[src/rtl/model_clock_pkg.sv]
// Shared types for the multi-channel model-clock generator: mode encoding,
// per-channel FSM states and a channel-select width helper.
package model_clock_pkg;

  typedef enum logic [1:0] {
    MODE_STOP  = 2'd0,
    MODE_RUN   = 2'd1,
    MODE_STEP  = 2'd2,
    MODE_GATED = 2'd3
  } mode_t;

  typedef enum logic [1:0] {
    HALT = 2'd0,
    HIGH = 2'd1,
    LOW  = 2'd2
  } state_t;

  function automatic int ch_width(input int n);
    return (n > 1) ? $clog2(n) : 1;
  endfunction

endpackage

[src/rtl/model_clock_gen_if.sv]
// Configuration bus of the model-clock generator: one-cycle write strobe
// carrying target channel, mode and half-period.
interface model_clock_gen_if
  import model_clock_pkg::*;
#(
  parameter int N_CH  = 2,
  parameter int DIV_W = 32
);
  localparam int CH_W = ch_width(N_CH);

  logic             cfg_we;
  logic [CH_W-1:0]  cfg_ch;
  mode_t            cfg_mode;
  logic [DIV_W-1:0] cfg_half;

  modport master (output cfg_we, cfg_ch, cfg_mode, cfg_half);
  modport slave  (input  cfg_we, cfg_ch, cfg_mode, cfg_half);

endinterface

[src/rtl/model_clock_channel.sv]
// One model-clock channel: HALT/HIGH/LOW FSM, phase counter, shadowed
// half-period and a one-deep single-step request latch.
module model_clock_channel
  import model_clock_pkg::*;
#(
  parameter int DIV_W        = 32,
  parameter int DEFAULT_HALF = 33554432
) (
  input  logic             clk,
  input  logic             rst,
  input  logic             wr,
  input  mode_t            mode,
  input  logic [DIV_W-1:0] half,
  input  logic             step,
  input  logic             gate,
  output logic             clk_out,
  output logic             tick,
  output logic             running
);

  state_t           state_q, state_d;
  logic [DIV_W-1:0] cnt_q, cnt_d;
  logic [DIV_W-1:0] half_act_q, half_act_d;
  logic [DIV_W-1:0] half_shadow_q, half_shadow_d;
  mode_t            mode_q, mode_d;
  logic             step_pend_q, step_pend_d;
  logic             clk_out_q, clk_out_d;
  logic             tick_q, tick_d;
  logic             running_q, running_d;

  logic [DIV_W-1:0] half_clamped;
  logic             run_ok;
  logic             phase_end;
  logic             start;
  mode_t            mode_next;

  always_comb begin
    // NOTE: every signal gets a default first so no path through this block infers a latch.
    state_d       = state_q;
    cnt_d         = cnt_q;
    half_act_d    = half_act_q;
    half_shadow_d = half_shadow_q;
    mode_d        = mode_q;
    step_pend_d   = step_pend_q;
    clk_out_d     = clk_out_q;
    tick_d        = 1'b0;
    start         = 1'b0;

    half_clamped = (half == '0) ? DIV_W'(1) : half;
    run_ok = (mode_q == MODE_RUN)
          || (mode_q == MODE_STEP  && step_pend_q)
          || (mode_q == MODE_GATED && gate);
    phase_end = (cnt_q == half_act_q - DIV_W'(1));

    // Phases always run to completion; the run condition is only consulted
    // in HALT and at the end of LOW, so mode changes never cause runt pulses.
    unique case (state_q)
      HALT: start = run_ok;
      HIGH: begin
        if (phase_end) begin
          state_d    = LOW;
          clk_out_d  = 1'b0;
          cnt_d      = '0;
          half_act_d = half_shadow_q;
        end else begin
          cnt_d = cnt_q + DIV_W'(1);
        end
      end
      LOW: begin
        if (phase_end) begin
          if (run_ok) begin
            start = 1'b1;
          end else begin
            state_d   = HALT;
            clk_out_d = 1'b0;
            cnt_d     = '0;
          end
        end else begin
          cnt_d = cnt_q + DIV_W'(1);
        end
      end
      default: state_d = HALT;
    endcase

    if (start) begin
      state_d     = HIGH;
      clk_out_d   = 1'b1;
      tick_d      = 1'b1;
      cnt_d       = '0;
      step_pend_d = 1'b0;
    end

    if (wr) begin
      mode_d        = mode;
      half_shadow_d = half_clamped;
      if (state_q == HALT) half_act_d = half_clamped;
    end

    // The mode being written this cycle decides whether a coincident step counts.
    mode_next = wr ? mode : mode_q;
    if (step && mode_next == MODE_STEP && !step_pend_q) step_pend_d = 1'b1;

    running_d = (state_d != HALT);
  end

  // NOTE: sequential state uses non-blocking assignments so every flop samples pre-edge values.
  always_ff @(posedge clk) begin
    // NOTE: every register here is reset; the design holds no memory arrays that could skip it.
    if (rst) begin
      state_q       <= HALT;
      cnt_q         <= '0;
      half_act_q    <= DIV_W'(DEFAULT_HALF);
      half_shadow_q <= DIV_W'(DEFAULT_HALF);
      mode_q        <= MODE_RUN;
      step_pend_q   <= 1'b0;
      clk_out_q     <= 1'b0;
      tick_q        <= 1'b0;
      running_q     <= 1'b0;
    end else begin
      state_q       <= state_d;
      cnt_q         <= cnt_d;
      half_act_q    <= half_act_d;
      half_shadow_q <= half_shadow_d;
      mode_q        <= mode_d;
      step_pend_q   <= step_pend_d;
      clk_out_q     <= clk_out_d;
      tick_q        <= tick_d;
      running_q     <= running_d;
    end
  end

  assign clk_out = clk_out_q;
  assign tick    = tick_q;
  assign running = running_q;

endmodule

[src/rtl/model_clock_gen.sv]
// Multi-channel model-clock generator; channel 0 drives the core's model-clock
// input, the others drive LEDs and debug pins.
module model_clock_gen
  import model_clock_pkg::*;
#(
  parameter int N_CH         = 2,
  parameter int DIV_W        = 32,
  parameter int DEFAULT_HALF = 33554432
) (
  input  logic              clk,
  input  logic              rst,
  model_clock_gen_if.slave  cfg,
  input  logic [N_CH-1:0]   step,
  input  logic [N_CH-1:0]   gate,
  output logic [N_CH-1:0]   clk_out,
  output logic [N_CH-1:0]   tick,
  output logic [N_CH-1:0]   running
);

  logic [N_CH-1:0] wr;

  // Writes addressed beyond the last channel match no decode bit and are dropped.
  always_comb begin
    wr = '0;
    for (int i = 0; i < N_CH; i++) begin
      wr[i] = cfg.cfg_we && (int'(cfg.cfg_ch) == i);
    end
  end

  for (genvar g = 0; g < N_CH; g++) begin : g_ch
    model_clock_channel #(
      .DIV_W        (DIV_W),
      .DEFAULT_HALF (DEFAULT_HALF)
    ) u_ch (
      .clk     (clk),
      .rst     (rst),
      .wr      (wr[g]),
      .mode    (cfg.cfg_mode),
      .half    (cfg.cfg_half),
      .step    (step[g]),
      .gate    (gate[g]),
      .clk_out (clk_out[g]),
      .tick    (tick[g]),
      .running (running[g])
    );
  end

endmodule
[src/flat_wrapper.sv]
// flat-port wrapper written by rule: the top's interface ports become plain ports
module model_clock_gen_flat import model_clock_pkg::*;
#(
  parameter int N_CH         = 2,
  parameter int DIV_W        = 32,
  parameter int DEFAULT_HALF = 33554432
)
  (clk, rst, step, gate, clk_out, tick, running, cfg_cfg_we, cfg_cfg_ch, cfg_cfg_mode, cfg_cfg_half);
  model_clock_gen_if #(.N_CH(N_CH), .DIV_W(DIV_W)) cfg_i ();
  input  logic clk;
  input  logic rst;
  input  logic [N_CH-1:0] step;
  input  logic [N_CH-1:0] gate;
  output logic [N_CH-1:0] clk_out;
  output logic [N_CH-1:0] tick;
  output logic [N_CH-1:0] running;
  input wire logic [$bits(cfg_i.cfg_we)-1:0] cfg_cfg_we;
  input wire logic [$bits(cfg_i.cfg_ch)-1:0] cfg_cfg_ch;
  input wire logic [$bits(cfg_i.cfg_mode)-1:0] cfg_cfg_mode;
  input wire logic [$bits(cfg_i.cfg_half)-1:0] cfg_cfg_half;
  assign cfg_i.cfg_we = cfg_cfg_we;
  assign cfg_i.cfg_ch = cfg_cfg_ch;
  assign cfg_i.cfg_mode = cfg_cfg_mode;
  assign cfg_i.cfg_half = cfg_cfg_half;
  model_clock_gen #(.N_CH(N_CH), .DIV_W(DIV_W), .DEFAULT_HALF(DEFAULT_HALF)) u_core (.clk(clk), .rst(rst), .cfg(cfg_i), .step(step), .gate(gate), .clk_out(clk_out), .tick(tick), .running(running));
endmodule
[config.mk]
export PLATFORM = sky130hd
export DESIGN_NAME = model_clock_gen_flat
export DESIGN_NICKNAME = d
export VERILOG_FILES = /design/src/rtl/model_clock_pkg.sv /design/src/rtl/model_clock_gen_if.sv /design/src/rtl/model_clock_channel.sv /design/src/rtl/model_clock_gen.sv /design/src/flat_wrapper.sv
export SDC_FILE = /design/constraint.sdc
export NUM_CORES = 1
export LEC_CHECK = 0
export CAP_MARGIN = 20
export CORE_MARGIN = 2
export CORE_UTILIZATION = 61
export CTS_BUF_LIST = sky130_fd_sc_hd__clkbuf_16
export CTS_CLUSTER_DIAMETER = 120
export DETAILED_ROUTE_END_ITERATION = 8
export PLACE_DENSITY = 0.83
export SETUP_SLACK_MARGIN = 0.15
export SLEW_MARGIN = 20
export SYNTH_ARGS = -nofsm -noshare
export SYNTH_HDL_FRONTEND = slang
export SYNTH_SLANG_ARGS = --single-unit
[constraint.sdc]
create_clock -name clk -period 5.1 [get_ports clk]
set_input_delay 0.51 -clock clk [delete_from_list [all_inputs] [get_ports clk]]
set_output_delay 0.51 -clock clk [all_outputs]
set_load 0.01 [all_outputs]
==> key figures <==
Timing
  – Max Transition Viols Final: 0
  – Final Hold Viols: 0
  – Final setup vio count: 0
  – Slew @ Worst Pin: 0.998 ns
  – Fin crit period: 4.40 ns
  – Tcrit/Tclk final: 86.3%
  – Setup TNS: 0 ns
  – Clock Skew: 0.0102 ns
  – Unrepaired setup endpoints after global routing: false
  – Final worst slack: 0.699 ns
  – Fmax: 227 MHz
  – Worst relative slew slack: 33.5%

Final layout
  – Antenna cells: 0
  – Layout Nets: 1,479
  – Final core utilization: 68.3%
  – Share of layout cells above drive strength 1: 5.06%
  – Layout area overhead: 9.78%

Synth
  – Yosys top cell by area: dfxtp_1
  – Number of enable flip-flop cells after synthesis: 0
  – Most numerous cell in the Yosys netlist: dfxtp_1
  – YS warnings: 0
  – Register area share after synthesis: 35.7%
  – Ys flop type: dfxtp_1
  – Post-synth top cells: 208 x dfxtp_1, 178 x nand2_1, 145 x a21oi_1
  – Avg Cell Area, Syn: 8.02 um2
  – Synth unique cells: 76
  – Share of the synthesized area in the top cell type: 35.7%
  – Number of synthesized register bits: 208
  – Synth area leaders: dfxtp_1 36%, a21oi_1 6.2%, mux2i_1 6.0%
  – Synth Instances: 1,456
  – Asr flop ratio synth: 0%
  – Mapped Nets: 1,502
  – Post-Syn Area: 0.0117 mm2

Route
  – DRT Wirelength: 30.7 mm
  – Post-DRT Antenna Nets: 0
  – Residual DRC: 0
  – Vias: 11.0k
  – Number of detailed-route iterations in the first pass: 5
  – Per-cell via count in the routed design: 6.56
  – Routed wire per std cell: 18.3 um
  – 1st-iter DRT viols: 1,022

Die
  – Row count: 50
  – Starting Density: 62.2%
  – Die Wd: 142 um
  – # IOs: 48
  – Die area: 0.0203 mm2
  – Die height: 142 um
  – Core area: 0.0188 mm2

Clock network
  – Clk buf depth: 3
  – Num CTS Buffers: 23
  – CTS tree: yes
  – Post-CTS resize count: 0
  – H-Tree Level Count: 1
  – Clk_lat worst skew: 0.51 ns
  – # Post-CTS Setup Buffers: 0
  – Root buffer cell: clkbuf_16
  – Sink Count: 208
  – Clk slew on worst S/H paths: 0.06 ns
  – Hold buffer count at cts: 0

Setup path
  – CP Launch Type: register
  – Worst-path fanout max: 30
  – Slowest-stage cell, CP: nor3_1
  – WP data required: 5.50 ns
  – CP Capture Type: register
  – Max incr delay on CP: 0.65 ns
  – Critical path class: reg -> reg
  – WP buf/inv: 1
  – CP top delay family: simple AND/OR/NAND/NOR gates
  – WP data arrival: 4.81 ns
  – Critical path, cell by cell: or4_4 > nor3_1 > nand3_1 > a2111oi_0 > or4b_1 > or3_1 > o21ai_1 > a311o_1 > buf_4 > o21ba_2

Pwr
  – Lkg Pwr: 4.26 nW
  – Pwr per Cell Area: 319 mW/mm2
  – Maximum vdd drop: 261 uV

Global routing
  – First-pass GRT wire length: 50.6 mm
  – Largest net degree at the start of global routing: 97
  – Gr ovfl total: 0
  – Antenna violations before repair: 0
  – Vias in the first global route: 9,917
  – Total track usage: 30.2%

Place
  – Port buffer count: 47
  – GP Congestion: 1.06
  – DPL Wire Length: 21.6 mm
  – Place WS: 0.827 ns

Flow run
  – Max_cap viols: 0

Hold path
  – Worst Hold Class: reg -> reg

Status
  – Outcome: complete, no violations
-- cells in the final DEF, fill, tap and decap left out, types with 14 or more instances in the layout --
cell	netlist	final
clkdlybuf4s50_1	0	46
nand2_1	178	177
dfxtp_1	208	208
nor2_1	99	99
xnor2_1	47	47
nor3_1	33	32
nor4_1	29	29
or3_1	33	33
buf_4	9	14
o31ai_1	40	40
clkbuf_16	0	23
nand3_1	48	47
xor2_1	40	40
nand4_1	24	24
a21oi_1	145	145
o21ai_0	38	38
or4_1	48	48
and3_1	19	19
inv_1	23	26
a211oi_1	67	67
mux2i_1	70	70
-- layout make-up --
class	count	area (um2)
multi-input cells	1116	6950
repair buffers	61	586
inverters	23	86.3
clock inverters	13	155
well taps	234	293
fillers	1562	5950
clock buffers	23	576
flip-flops and latches	208	4160
-- kinds of logic after synthesis --
family	synth area share [%]
xor+xnor	6.53
simple gates	26.6
compound gates	19.9
fa+ha+maj	0.429
mux	6.00
flops	35.7
buf+inv	4.91
-- path summary, 6_finish.rpt --
check                                                      from                                                 end  slack, ns  cells past startpoint
min reg2reg  u_core.g_ch[1].u_ch.half_shadow_q[21]$_SDFFE_PP0P_  u_core.g_ch[1].u_ch.half_shadow_q[21]$_SDFFE_PP0P_       0.45                      2
max                u_core.g_ch[0].u_ch.half_act_q[4]$_SDFF_PP0_          u_core.g_ch[0].u_ch.cnt_q[30]$_SDFFE_PP0P_       0.70                     10
min          u_core.g_ch[1].u_ch.half_shadow_q[21]$_SDFFE_PP0P_  u_core.g_ch[1].u_ch.half_shadow_q[21]$_SDFFE_PP0P_       0.45                      2
max reg2reg        u_core.g_ch[0].u_ch.half_act_q[4]$_SDFF_PP0_          u_core.g_ch[0].u_ch.cnt_q[30]$_SDFFE_PP0P_       0.70                     10
-- metrics by stage --
step | cell area, um2 | power (W) | hold WS [ns] | instances
detailed placement | 12100 | 0.00246 | 0.446 | 1642
CTS | 12800 | 0.00410 | 0.445 | 1678
finish | 12800 | 0.00409 | 0.454 | 1678
floorplan | 11700 | 0.00227 | 0.430 | 1456
global route | 12800 | 0.00424 | 0.472 | 1678
global placement | 12100 | 0.00244 | 0.441 | 1642
-- where the power goes --
part | total, W | switching [W] | internal, W
combinational | 0.000647 | 0.000387 | 0.000261
clock | 0.00165 | 0.000645 | 0.00101
sequential | 0.00179 | 0.0000959 | 0.00170
-- state kept, by name, indices dropped and copies added (netlist names) --
| signal | cells |
|---|---|
| u_core.g_ch.u_ch.cnt_q | 64 |
| u_core.g_ch.u_ch.half_act_q | 64 |
| u_core.g_ch.u_ch.half_shadow_q | 64 |
| u_core.g_ch.u_ch.mode_q | 4 |
| u_core.g_ch.u_ch.state_q | 4 |
| u_core.g_ch.u_ch.clk_out | 2 |
| u_core.g_ch.u_ch.running | 2 |
| u_core.g_ch.u_ch.step_pend_q | 2 |
| u_core.g_ch.u_ch.tick | 2 |
-- per-layer routing --
metal / up-vias / share of wire (%) / track usage, % / wire length (um)
met2: 450 / 44 / 47.2 / 13700
met4: 0 / 2.0 / 7.09 / 609
met5: - / 0 / 0 / 0
li1: 5324 / - / - / -
met3: 50 / 8.2 / 5.85 / 2530
met1: 5186 / 45 / 43.2 / 13900
-- worst min-delay path: stages (launching register included) --
cell and delay [ns]:
dfxtp_1 0.30, nand2_1 0.05, a21oi_1 0.05
Power figures use the tool's default switching activity.
